### config.mk
export PLATFORM = sky130hd
export DESIGN_NAME = seq_accum
export DESIGN_NICKNAME = d
export VERILOG_FILES = /design/src/rtl/seq_accum.sv
export SDC_FILE = /design/constraint.sdc
export NUM_CORES = 1
export LEC_CHECK = 0
export ABC_AREA = 0
export CORE_ASPECT_RATIO = 1.4
export CORE_MARGIN = 2
export CORE_UTILIZATION = 55
export CTS_BUF_LIST = sky130_fd_sc_hd__clkbuf_8
export DETAILED_ROUTE_END_ITERATION = 7
export HOLD_SLACK_MARGIN = 0.05
export PLACE_DENSITY = 0.83
export RECOVER_POWER = 50
export REMOVE_ABC_BUFFERS = 1
export SLEW_MARGIN = 10
export SYNTH_ARGS = -nofsm -noshare
export SYNTH_HDL_FRONTEND = slang
export SYNTH_SLANG_ARGS = --single-unit
### constraint.sdc
create_clock -name clk -period 2.06 [get_ports clk]
set_input_delay 0.206 -clock clk [delete_from_list [all_inputs] [get_ports clk]]
set_output_delay 0.206 -clock clk [all_outputs]
set_load 0.01 [all_outputs]
### src/rtl/seq_accum.sv
// seq_accum: sums COUNT unsigned 4-bit samples into a SUM_W-bit total and
// presents the total with a sticky overflow flag on a valid/ready output.
// Optional feature: define SEQ_ACCUM_SAT_EN for saturating accumulation;
// with the macro undefined the accumulator wraps around.
module seq_accum #(
  parameter int SUM_W = 8,
  parameter int COUNT = 4
) (
  input  logic             clk,
  input  logic             rst,
  input  logic             clr,
  input  logic             in_valid,
  output logic             in_ready,
  input  logic [3:0]       in_data,
  output logic             out_valid,
  input  logic             out_ready,
  output logic [SUM_W-1:0] out_sum,
  output logic             out_ovf,
  output logic             busy
);

  typedef enum logic [1:0] {
    S_IDLE  = 2'd0,
    S_ACCUM = 2'd1,
    S_HOLD  = 2'd2
  } state_t;

  localparam logic [3:0] COUNT_L = 4'(COUNT);

  state_t           state_q, state_d;
  logic [3:0]       cnt_q, cnt_d;
  logic [SUM_W-1:0] acc_q, acc_d;
  logic             ovf_q, ovf_d;
  logic [SUM_W-1:0] out_sum_q, out_sum_d;
  logic             out_ovf_q, out_ovf_d;

  logic             accept;
  logic             last;
  logic [SUM_W:0]   sum_ext;
  logic             carry;
  logic [SUM_W-1:0] acc_add;

  // Datapath: one extra bit catches the carry-out of the accumulator.
  always_comb begin
    // NOTE: every signal driven here gets a value on every path, so no latch is inferred.
    accept  = in_valid && in_ready && !clr;
    last    = (cnt_q + 4'd1) == COUNT_L;
    sum_ext = {1'b0, acc_q} + (SUM_W+1)'(in_data);
    carry   = sum_ext[SUM_W];
`ifdef SEQ_ACCUM_SAT_EN
    // Once clamped, the accumulator sits at all-ones; adding zero keeps it there
    // and any non-zero sample carries again and re-clamps.
    acc_add = carry ? {SUM_W{1'b1}} : sum_ext[SUM_W-1:0];
`else
    acc_add = sum_ext[SUM_W-1:0];
`endif
  end

  // Next-state logic: clr overrides every handshake in the same cycle.
  always_comb begin
    state_d   = state_q;
    cnt_d     = cnt_q;
    acc_d     = acc_q;
    ovf_d     = ovf_q;
    out_sum_d = out_sum_q;
    out_ovf_d = out_ovf_q;
    if (clr) begin
      state_d   = S_IDLE;
      cnt_d     = '0;
      acc_d     = '0;
      ovf_d     = 1'b0;
      out_ovf_d = 1'b0;
    end else begin
      case (state_q)
        S_IDLE, S_ACCUM: begin
          if (accept) begin
            if (last) begin
              // Final sample: publish the total and restart the running sum.
              state_d   = S_HOLD;
              out_sum_d = acc_add;
              out_ovf_d = ovf_q | carry;
              cnt_d     = '0;
              acc_d     = '0;
              ovf_d     = 1'b0;
            end else begin
              state_d = S_ACCUM;
              cnt_d   = cnt_q + 4'd1;
              acc_d   = acc_add;
              ovf_d   = ovf_q | carry;
            end
          end
        end
        S_HOLD: begin
          if (out_ready) begin
            state_d   = S_IDLE;
            out_ovf_d = 1'b0;
          end
        end
        default: state_d = S_IDLE;
      endcase
    end
  end

  // State and datapath registers with asynchronous reset.
  always_ff @(posedge clk or posedge rst) begin
    // NOTE: sequential state uses non-blocking assignments so all registers update together.
    if (rst) begin
      state_q   <= S_IDLE;
      cnt_q     <= '0;
      acc_q     <= '0;
      ovf_q     <= 1'b0;
      out_sum_q <= '0;
      out_ovf_q <= 1'b0;
    end else begin
      state_q   <= state_d;
      cnt_q     <= cnt_d;
      acc_q     <= acc_d;
      ovf_q     <= ovf_d;
      out_sum_q <= out_sum_d;
      out_ovf_q <= out_ovf_d;
    end
  end

  // Outputs decode from registers only; in_ready depends on state alone.
  always_comb begin
    in_ready  = (state_q != S_HOLD);
    out_valid = (state_q == S_HOLD);
    busy      = (state_q != S_IDLE);
    out_sum   = out_sum_q;
    out_ovf   = out_ovf_q;
  end

endmodule
==> results by group <==
Clocking
  – Clock Path Buffers: 2
  – Post-CTS Hold Buffers: 0
  – Worst skew pair latency: 0.27 ns
  – CTS Buf Count: 3
  – H-tree Lvls: 1
  – Clock sinks: 24
  – Worst-path clk slew: 0.09 ns
  – TritonCTS clock tree: done
  – CTS root buf: clkbuf_8

Run
  – MaxCap Viol Count: 0

Cells and area
  – Final instance area: 1700 µm²
  – Area growth syn-to-layout: 27.6%
  – Layout cells sized above 1: about a fifth
  – Final-stage net count: around 170
  – Diode count: 0

Timing
  – Final Hold Violating Endpoints: 0
  – Hold Slack: roughly 0.5 ns
  – Slew Limit Fails: 0
  – Unrepaired setup endpoints after global routing: no
  – Final Setup Violations: 0
  – Final setup TNS: 0 ns
  – Skew final: between 0.005 and 0.006 ns
  – Final WS setup: approximately 0.11 ns
  – Shortest period the worst path allows: between 1.5 and 2 ns
  – Slew headroom: between 10 and 15%
  – Tcrit/Tclk final: 94.7%
  – Worst-margin pin slew: roughly 1.3 ns
  – Peak Freq: between 0.5 and 0.6 GHz

Synthesis
  – Ys flop type: dfrtp_1
  – Flops & latches, synth: 24
  – Mapped cell area: approximately 1300 µm²
  – Seq/Total Area, Yosys: approximately 45%
  – Syn Area/Cell: 11.6 µm²
  – Area leader, netlist: dfrtp_1
  – Post-synth top area share: between 40% and 50%
  – Top cells by area, synth: dfrtp_1, mux2_4, ha_1
  – Synth unique cells: 35
  – Mapped Cells: 115
  – Post-synth EDFFs: 0
  – Yosys Warn Count: 0
  – Post-synth ARST share: between 90% and 100%

Placement
  – HPWL after detailed placement: approximately 1.9 mm
  – Placed Area: roughly 1600 µm²
  – Final Wtd Congestion: a little under 0.8
  – Pre-CTS setup slack: -0.144 ns
  – PortBufs: 20

Die
  – # rows: 21
  – Ports: 21
  – Initial Util: between 50% and 60%
  – Die width: between 40 and 50 µm
  – Core region area: ~2300 µm²
  – Die ar.: approximately 2800 µm²
  – Die Height: 62.2 µm

Drt
  – DR WL/cell: approximately 15 µm
  – ANT nets after route: 0
  – Drt drc: 0
  – Vias per cell: a little under 6
  – Total Wirelength: 2.55 mm
  – Vias: about 1000
  – Drt pass-1 iters: 4
  – DRT iter0 DRCs: 29

GRT
  – First-pass GRT wire length: 4.49 mm
  – Global route overflow: 0
  – Tot GR Track Use: 21.3%
  – Antenna violations before repair: 0
  – Largest net degree at the start of global routing: 25
  – Number of global-route vias before repair: between 1000 and 1500

Critical path
  – Crit path DAT: 2.11 ns
  – Worst EP required: approximately 2.2 ns
  – Worst setup path category: reg2reg
  – Endpoint type of the worst setup path: register
  – Setup crit start kind: register
  – Worst-path fanout max: 8

Power
  – Peak VDD IR: approximately 0.00054 V
  – Pwr dens: roughly 660 nW/µm²
  – LEAKAGE: 0.837 nW
  – Pwr Total: 1.12 mW

Run status
  – Outcome: complete, no violations

Hold path
  – Worst hold path class: reg2reg
[metrics by stage]
step                      std cells  utilization (%)
after floorplan                 112                -
after global placement          166             69.6
after detailed placement        166             69.6
after CTS                       170             72.6
after global routing            171             72.7
final                           171             72.7
[repair_timing]
action	4_1_cts	5_1_grt
endpoints found under the setup margin	0	8
setup buffers	0	1
gates resized for setup	0	1
[registers in the layout, summed over array words and instances (netlist names)]
register and count:
acc_q 8, cnt_q 4, out_ovf 1, out_sum 8
ovf_q 1, state_q 2
[final timing paths]
kind                                  from    endpoint  slack (ns)  cells past startpoint
worst max-delay path              cnt_q[0]  out_sum[5]        0.11                      7
worst min-delay path            out_sum[3]  out_sum[3]        0.51                      1
worst max register to register    cnt_q[0]  out_sum[5]        0.11                      7
worst min register to register  out_sum[3]  out_sum[3]        0.51                      1
max in group asynchronous              rst  out_sum[1]        0.51                      3
min in group asynchronous              rst    cnt_q[0]        0.79                      3
[layer usage]
metal  vias to the layer above  wire length [µm]  global-route usage (%)
met3                         4                68                    2.62
li1                        472                 -                       -
met1                       498              1140                    28.3
met4                         0                41                    8.82
met5                         -                 0                       0
met2                        21              1310                    33.8
[logic make-up (layout without fill, tap and decap cells)]
logic type                 Yosys count  count (layout)  synth area share (%)
AOI/OAI and AO/OA                   26              26                  14.7
and+or+nand+nor                     36              36                  14.8
adders and majority gates            7               7                  7.14
buffers and inverters                5              38                  2.82
muxes                               11              11                  11.5
xor gates and xnor gates             6               6                  3.94
DFF                                 24              24                  45.1
[where the power goes]
group | leakage [nW] | switching (mW) | internal, mW
Clock | 0.0357 | 0.155 | 0.260
Combinational | 0.474 | 0.0893 | 0.0913
Sequential | 0.327 | 0.0242 | 0.496
Total | 0.837 | 0.268 | 0.847
[cell usage in the layout (no fill, tap or decap), types with 2 or more instances in the layout]
cell type        count
dfrtp_1             24
clkdlybuf4s50_1     15
nor2_1              10
buf_4                9
nand2_1              8
mux2_4               8
a22o_1               6
ha_1                 6
nand2b_1             5
dlygate4sd3_1        5
a21oi_1              4
o21ai_0              4
xor2_1               4
and2b_1              3
and3_1               3
a31oi_1              3
clkbuf_8             3
nand3_1              2
a211oi_1             2
xnor2_1              2
inv_1                2
clkbuf_1             2
[critical path, cell delays in order, from the launching register on]
cell	delay (ns)
dfrtp_1	0.39
ha_1	0.23
and2b_1	0.23
a21oi_2	0.09
o31ai_4	0.25
nor2b_4	0.20
buf_12	0.14
mux2_4	0.30
[cells in the mapped netlist (2+ instances only)]
library cell / count
a211oi_1: 2
a21oi_1: 4
a22o_1: 6
a31oi_1: 3
and2b_1: 3
and3_1: 3
buf_6: 2
dfrtp_1: 24
ha_1: 6
inv_1: 2
mux2_4: 8
nand2_1: 8
nand2b_1: 5
nand3_1: 2
nor2_1: 10
o21ai_0: 4
xnor2_1: 2
xor2_1: 4
[area by class of cell]
type / instances / area, µm²
Tap cell: 23 / 28.8
Clock inverter: 1 / 30.0
Fill cell: 163 / 638
Clock buffer: 3 / 41.3
Timing Repair Buffer: 32 / 295
Inverter: 2 / 7.51
Sequential cell: 24 / 601
Multi-Input combinational cell: 86 / 697
(Power assumes the default switching activity.)
